===== src/rtl/wb_pkg.sv =====
// Shared definitions for the writeback stage: datapath defaults, write-back
// source encoding and halt FSM states.
package wb_pkg;

  localparam int DATA_W_DFLT = 16;
  localparam int REG_AW_DFLT = 4;
  localparam int DRAIN_CNT_W = 4;

  typedef enum logic [1:0] {
    WB_ALU = 2'b00,
    WB_MEM = 2'b01,
    WB_PC2 = 2'b10
  } wb_sel_e;

  typedef enum logic [1:0] {
    RUN    = 2'b00,
    DRAIN  = 2'b01,
    HALTED = 2'b10
  } halt_state_e;

endpackage


===== src/rtl/wb_halt_fsm.sv =====
// Halt sequencer: after a halt is captured, drains for DRAIN_CYCLES cycles
// and then parks in HALTED until reset.
module wb_halt_fsm
  import wb_pkg::*;
#(
  parameter int DRAIN_CYCLES = 2
) (
  input  logic        clk,
  input  logic        rst,
  input  logic        capture_halt,
  output halt_state_e state,
  output logic        halted
);

  halt_state_e            state_next;
  logic [DRAIN_CNT_W-1:0] cnt;
  logic [DRAIN_CNT_W-1:0] cnt_next;

  // NOTE: sequential state uses non-blocking assignments so every register
  // samples the pre-edge values regardless of statement order.
  always_ff @(posedge clk) begin
    if (rst) begin
      state <= RUN;
      cnt   <= '0;
    end else begin
      state <= state_next;
      cnt   <= cnt_next;
    end
  end

  // NOTE: defaults first so every path assigns every output (no latches).
  always_comb begin
    state_next = state;
    cnt_next   = cnt;
    case (state)
      RUN: begin
        if (capture_halt) begin
          state_next = DRAIN;
          cnt_next   = DRAIN_CNT_W'(DRAIN_CYCLES - 1);
        end
      end
      DRAIN: begin
        if (cnt == '0) state_next = HALTED;
        else           cnt_next   = cnt - 1'b1;
      end
      HALTED:  state_next = HALTED;
      default: state_next = RUN;
    endcase
  end

  assign halted = (state == HALTED);

endmodule


===== src/rtl/wb_stage.sv =====
// Writeback stage: registers MEM results, selects the write-back value and
// drives the register-file write port. Optional macro WB_RETIRE_COUNT_EN adds
// a 32-bit retired-instruction counter output.
module wb_stage
  import wb_pkg::*;
#(
  parameter int DATA_W       = DATA_W_DFLT,
  parameter int REG_AW       = REG_AW_DFLT,
  parameter int DRAIN_CYCLES = 2
) (
  input  logic              clk,
  input  logic              rst,
  input  logic              mem_valid,
  input  logic              mem_reg_wen,
  input  logic [REG_AW-1:0] mem_dst_reg,
  input  logic [1:0]        mem_wb_sel,
  input  logic [DATA_W-1:0] mem_alu_result,
  input  logic [DATA_W-1:0] mem_rdata,
  input  logic [DATA_W-1:0] mem_pc_plus2,
  input  logic              mem_halt,
  input  logic              wb_stall,
  input  logic              wb_flush,
  output logic [REG_AW-1:0] rf_write_reg,
  output logic [DATA_W-1:0] rf_write_data,
  output logic              rf_write_en,
  output logic              wb_valid,
`ifdef WB_RETIRE_COUNT_EN
  output logic [31:0]       retire_count,
`endif
  output logic              halted
);

  logic              valid_r;
  logic              wen_r;
  logic              halt_r;
  logic [REG_AW-1:0] dst_r;
  logic [1:0]        sel_r;
  logic [DATA_W-1:0] alu_r;
  logic [DATA_W-1:0] rdata_r;
  logic [DATA_W-1:0] pc2_r;

  halt_state_e state;
  logic        is_halted;
  logic        capture;

  // A real capture: not halted, not squashed, not frozen.
  assign capture = !is_halted && !wb_flush && !wb_stall;

  always_ff @(posedge clk) begin
    if (rst) begin
      valid_r <= 1'b0;
      wen_r   <= 1'b0;
      halt_r  <= 1'b0;
      dst_r   <= '0;
      sel_r   <= '0;
      alu_r   <= '0;
      rdata_r <= '0;
      pc2_r   <= '0;
    end else if (!is_halted) begin
      if (wb_flush) begin
        valid_r <= 1'b0;
      end else if (!wb_stall) begin
        valid_r <= mem_valid;
        wen_r   <= mem_reg_wen;
        halt_r  <= mem_halt;
        dst_r   <= mem_dst_reg;
        sel_r   <= mem_wb_sel;
        alu_r   <= mem_alu_result;
        rdata_r <= mem_rdata;
        pc2_r   <= mem_pc_plus2;
      end
    end
  end

  always_comb begin
    rf_write_data = alu_r;
    case (sel_r)
      WB_MEM:  rf_write_data = rdata_r;
      WB_PC2:  rf_write_data = pc2_r;
      default: rf_write_data = alu_r;
    endcase
  end

  wb_halt_fsm #(
    .DRAIN_CYCLES(DRAIN_CYCLES)
  ) u_halt_fsm (
    .clk          (clk),
    .rst          (rst),
    .capture_halt (capture && mem_valid && mem_halt),
    .state        (state),
    .halted       (is_halted)
  );

  // HLT never writes, and R0 is hardwired so writes to it are dropped.
  assign rf_write_en  = valid_r && wen_r && !halt_r && (dst_r != '0) && (state != HALTED);
  assign rf_write_reg = dst_r;
  assign wb_valid     = valid_r && !is_halted;
  assign halted       = is_halted;

`ifdef WB_RETIRE_COUNT_EN
  always_ff @(posedge clk) begin
    if (rst)                         retire_count <= '0;
    else if (capture && mem_valid)   retire_count <= retire_count + 32'd1;
  end
`endif

endmodule


===== config.mk =====
export PLATFORM = sky130hd
export DESIGN_NAME = wb_stage
export DESIGN_NICKNAME = d
export VERILOG_FILES = /design/src/rtl/wb_pkg.sv /design/src/rtl/wb_halt_fsm.sv /design/src/rtl/wb_stage.sv
export SDC_FILE = /design/constraint.sdc
export NUM_CORES = 1
export LEC_CHECK = 0
export CORE_ASPECT_RATIO = 0.5
export CORE_MARGIN = 4
export CORE_UTILIZATION = 40
export DETAILED_ROUTE_END_ITERATION = 8
export PLACE_DENSITY = 0.73
export SYNTH_ARGS = -nofsm -noshare
export SYNTH_HDL_FRONTEND = slang
export SYNTH_SLANG_ARGS = --single-unit

===== constraint.sdc =====
create_clock -name clk -period 1.6 [get_ports clk]
set_clock_uncertainty 0.05 [all_clocks]
set_input_delay 0.16 -clock clk [delete_from_list [all_inputs] [get_ports clk]]
set_output_delay 0.16 -clock clk [all_outputs]
set_load 0.02 [all_outputs]

== After elaboration in Yosys (flattened, before gate mapping) ==
Cells that the tools add are included.
W data, S select, Z words.
Cells by class
  add/subtract/negate cells: 1
  equality and inequality tests: 9
  mux-type cells: 9
  bitwise logic cells: 3
  reduce and logical (&&, ||, !) cells: 21
Operators by type and width (count)
  $pmux W16 S2: 1
  $logic_and A1 B1 Y1: 9
  $mux W4: 2
  $pmux W4 S2: 1
  $ne A2 B1 Y1 const B: 3
  $pmux W2 S3: 1
  $reduce_and A3 Y1: 2
  $eq A2 B1 Y1 const B: 2
  $eq A2 B2 Y1 const B: 2
  $logic_not A1 Y1: 4
  $logic_not A4 Y1: 1
  $mux W2: 2
  $ne A2 B2 Y1 const B: 2
  $reduce_and A2 Y1: 2
  $reduce_bool A4 Y1: 1
  $sub A4 B1 Y4 const B: 1
  $not A1 Y1: 3
  $logic_not A2 Y1: 1
  $mux W1: 2
  $reduce_bool A2 Y1: 1
Word-level totals
  register bits after elaboration: 63
  input bits: 61
  output and inout bits: 23

== Logic depth before layout (Yosys ltp) ==
  depth in word-level cells: 8
  mapped depth: 7

== Hierarchy ==
Synthesis repeated with hierarchy kept, for this count alone.
Unflattened totals
  cell total of the unflattened synthesis: 360
  area, all modules: 2771.4 µm²
By module, submodules not included
  wb_stage: times used 1, cells an instance 314, area an instance 2349.8 µm², sequential area each 1141.1 µm²
  wb_halt_fsm: times used 1, cells an instance 46, area an instance 421.7 µm², sequential area each 120.1 µm²

== Least setup slack after synthesis ==
OpenSTA, ideal clock, no wires.
  kind: register to output
  start point: register u_halt_fsm.state[0]
  end point: output rf_write_en
  arrival: 1867 ps
  required time: 1390 ps
  setup slack: -477 ps
  stages on the path, launching flop included: 5
  path buffers: 0
  cells stage by stage: dfxtp_1 -> inv_1 -> ha_1 -> nor2b_1 -> nor4bb_1
Between the ends
  longest elaborated chain between the ends: 2
Ends and longest elaborated chain
  start: declaration: line wb_halt_fsm.sv:11  | output halt_state_e state,
  start signal: assignment: line wb_halt_fsm.sv:26  | state <= state_next;
  $ne A2 B2 Y1: line wb_stage.sv:95  | assign rf_write_en = valid_r && wen_r && !halt_r && (dst_r != '0) && (state != HALTED);
  $logic_and A1 B1 Y1: line wb_stage.sv:95
  end: declaration: line wb_stage.sv:25  | output logic rf_write_en,
No other way between the ends.

== Worst setup path in the final report ==
  start point: register u_halt_fsm.state[0]
  end point: register u_halt_fsm.cnt[2]
Between the ends
  longest elaborated chain between the ends: 8
  elaborated cells on any way between the ends: 13
Ends and longest elaborated chain
  $eq A2 B2 Y1: line wb_halt_fsm.sv:51  | assign halted = (state == HALTED);
  $logic_not A1 Y1: line wb_stage.sv:47  | assign capture = !is_halted && !wb_flush && !wb_stall;
  $logic_and A1 B1 Y1 (2 in series): line wb_stage.sv:47
  $logic_and A1 B1 Y1 (2 in series): line wb_stage.sv:89  | .capture_halt (capture && mem_valid && mem_halt),
  $ne A2 B1 Y1 (no source line)
  $reduce_and A3 Y1 (no source line)
  end signal: assignment: line wb_halt_fsm.sv:27  | cnt <= cnt_next;
  end: declaration: line wb_halt_fsm.sv:16  | logic [DRAIN_CNT_W-1:0] cnt;
Several ways; a longest one is shown, not always the timed one.
A chain may end at the register's enable or synchronous reset.

==> reports/metrics.yaml <==
critical_path:
  path_depth: 7
  critPathLaunch: "u_halt_fsm.state[0]$_SDFFE_PP0P_"
  rr_worst_depth: 7
  crit_required_ns: 1.81
  slowest_delay_ns: 0.43
  crit_chain: "inv_2 -> ha_4 -> buf_6 -> or3_4 -> o21ai_4 -> nand4b_1 -> a21oi_1"
  end_kind: "flip-flop"
  r2r-end: "u_halt_fsm.cnt[2]$_SDFFE_PP0P_"
  start_kind: "flip-flop"
  crit_buf_inv: 2
  cp_top_family: "simple AND/OR/NAND/NOR gates"
  crit_fanout: 7
  worstPathArrival_ns: 2.10
  path_class: "reg -> reg"
  cp_slowest_cell: "or3_4"
  r2r_setup_slack_ns: -0.29
  critPathCapture: "u_halt_fsm.cnt[2]$_SDFFE_PP0P_"
  worstReg2RegStart: "u_halt_fsm.state[0]$_SDFFE_PP0P_"
detailed_routing:
  vias: 3650
  dr.pass1.iters: 5
  viasPerCell: 6.36
  final_antenna_net_count: 0
  drc: 0
  drt-initial-drc-count: 434
  routed_wl_microns: 16200
  wl_per_cell_microns: 28.3
final_layout:
  final_area_sq_um: 5660
  fillers: 240
  largestRegisters: "alu_r: 16 flops, pc2_r: 16 flops, rdata_r: 16 flops"
  stdcell_count: 574
  final_nets: 551
  area_delta_synth_final_pct: 108
  drive_gt1_frac: 0.584
  antenna_cells: 0
placement:
  globalplace.congestion: 0.810
  placed_cells: 525
  port_buffers: 83
  hpwl_microns: 5640
  place_area_sq_um: 3810
synth:
  synth-seq-cells: 63
  synth-edff-count: 0
  yosysWarnings: 0
  synth-async-reset-ratio: 0
  syn_inst: 357
  synthSimpleGateAreaFrac: 0.229
  avgSynthCellArea_sq_um: 7.63
  synth_top_family_by_area: "simple AND/OR/NAND/NOR gates"
  ys_seq_area_frac: 0.463
  synth_nets: 426
  synth_area_sq_um: 2720
  synth_common_cells: "nand2_1 (130), dfxtp_1 (63), a21oi_1 (60)"
  yosys.area.top_type_share: 0.463
  synth_fa_ha_area_frac: 0.0368
  synth.most_common_cell: "nand2_1"
  synth_cell_types: 30
  synth-compound-area-share: 0.222
  synth_area_leader_cell: "dfxtp_1"
  synthMuxAreaShare: 0
  synthTopCellsByArea: "dfxtp_1 (46%), nand2_1 (18%), a21oi_1 (11%)"
  dominantRegCellSynth: "dfxtp_1"
  synthXorXnorAreaFrac: 0
clock_network:
  postCtsHoldBufs: 0
  clockBufferDepth: 2
  cts_buffers: 9
  cts_sinks: 63
  cts_tree: "yes"
  cts-root-buf: "clkbuf_16"
  clk_latency_ns: 0.35
  htreeDepth: 3
  cts.clk_slew.worst_paths_ns: 0.05
power:
  p_total_mw: 5.76
  ir_drop_uv: 992
  p_leak_nw: 2.28
  p_per_area_nw_per_um2: 1020
sta:
  fmax_mhz: 529
  drv_slew: 0
  fin_crit_ns: 1.89
  finalCritPeriodShare: 1.18
  fin_ws_ns: -0.291
  worst_pin_slew_ns: 0.507
  rsz0062_at_grt: "true"
  finalSetupViolations: 81
  maxSlewHeadroom: 0.659
  final_hold_viol_count: 0
global_routing:
  grt_max_degree: 31
  gr-total-overflow: 0
  grt_pass1_vias: 3375
  antenna_found_initial: 0
  grt_pass1_wl_microns: 18600
  grt_usage: 0.298
run:
  drv_cap: 0
floorplanning:
  chipHeight_microns: 66.3
  die_area_sq_um: 8270
  initial_utilization: 0.430
  coreArea_sq_um: 6330
  rows: 20
  ioPinCount: 84
  dieWidth_microns: 125
min_path:
  hp-start: "rst"
  min_path_type: "in -> reg"
run_status:
  outcome: "finished with violations"
  violations: "setup timing"
==> final cells by class <==
| class | instances | area [sq um] | area share |
|---|---|---|---|
| multi-input cells | 262 | 2340 | 0.414 |
| repair buffers | 140 | 1650 | 0.292 |
| flip-flops and latches | 63 | 1270 | 0.224 |
| clock buffers | 14 | 254 | 0.0449 |
| well taps | 88 | 110 | 0.0195 |
| inverters | 6 | 25.0 | 0.00442 |
| clock inverters | 1 | 5.00 | 0.000884 |
==> worst min-delay path by stage <==
stage	endpoint	slack, ns	cells past startpoint
final	pc2_r[2]$_SDFFE_PP0P_	0.21	2
after global routing	pc2_r[2]$_SDFFE_PP0P_	0.22	2
after CTS	rdata_r[1]$_SDFFE_PP0P_	0.16	2
after detailed placement	rdata_r[5]$_SDFFE_PP0P_	0.40	2
after global placement	pc2_r[4]$_SDFFE_PP0P_	0.39	2
after floorplan	alu_r[0]$_SDFFE_PP0P_	0.25	2
==> cells in the final DEF, fill, tap and decap left out, types with 2 or more instances in the layout <==
master / n
ha_4: 3
dfxtp_4: 2
nand2_2: 22
a22oi_2: 15
dfxtp_1: 60
nor2b_1: 2
inv_2: 2
a31oi_1: 2
nand2_4: 66
buf_16: 6
clkbuf_1: 4
nand2_1: 42
buf_2: 3
buf_8: 3
a21oi_2: 58
clkdlybuf4s50_1: 60
ha_1: 5
buf_12: 10
o21ai_1: 3
inv_1: 3
clkbuf_16: 13
o21ai_2: 13
buf_6: 29
buf_4: 22
nor3b_1: 2
dlymetal6s2s_1: 2
nand3b_1: 2
o21ai_4: 5
a21oi_1: 3
==> cell families (layout without fill, tap and decap cells) <==
family,Yosys count,in the layout
AOI/OAI and AO/OA,105,105
and+or+nand+nor,149,149
buffers and inverters,32,161
adders and majority gates,8,8
DFF,63,63
==> metrics by stage <==
| stage | util | setup WS [ns] | TNS, ns | hold WS [ns] |
|---|---|---|---|---|
| after CTS | 0.776 | -0.236 | -8.17 | 0.158 |
| after global placement | 0.601 | -0.287 | -4.84 | 0.392 |
| after global routing | 0.894 | -0.301 | -15.06 | 0.221 |
| after detailed placement | 0.601 | -0.340 | -5.91 | 0.398 |
| final | 0.894 | -0.291 | -13.10 | 0.210 |
| after floorplan | - | -0.0462 | -0.328 | 0.246 |
==> metal layers <==
layer	track usage	part of all wire
met3	0.0839	0.11
met5	0	0
met4	0.112	0.063
met1	0.354	0.37
met2	0.519	0.46
==> what timing repair did <==
action                                  in CTS  in global routing
endpoints found under the setup margin      45                 82
pin swaps                                   51                108
cloned                                      13                  5
buffers inserted                            16                  9
resized for setup                          226                200
==> report_power, final <==
part / total, mW / internal (mW) / switching [mW]
Sequential: 1.82 / 1.69 / 0.131
Combinational: 2.10 / 1.01 / 1.09
Clock: 1.83 / 1.08 / 0.751
Total: 5.76 / 3.78 / 1.98
(Power assumes the default switching activity.)
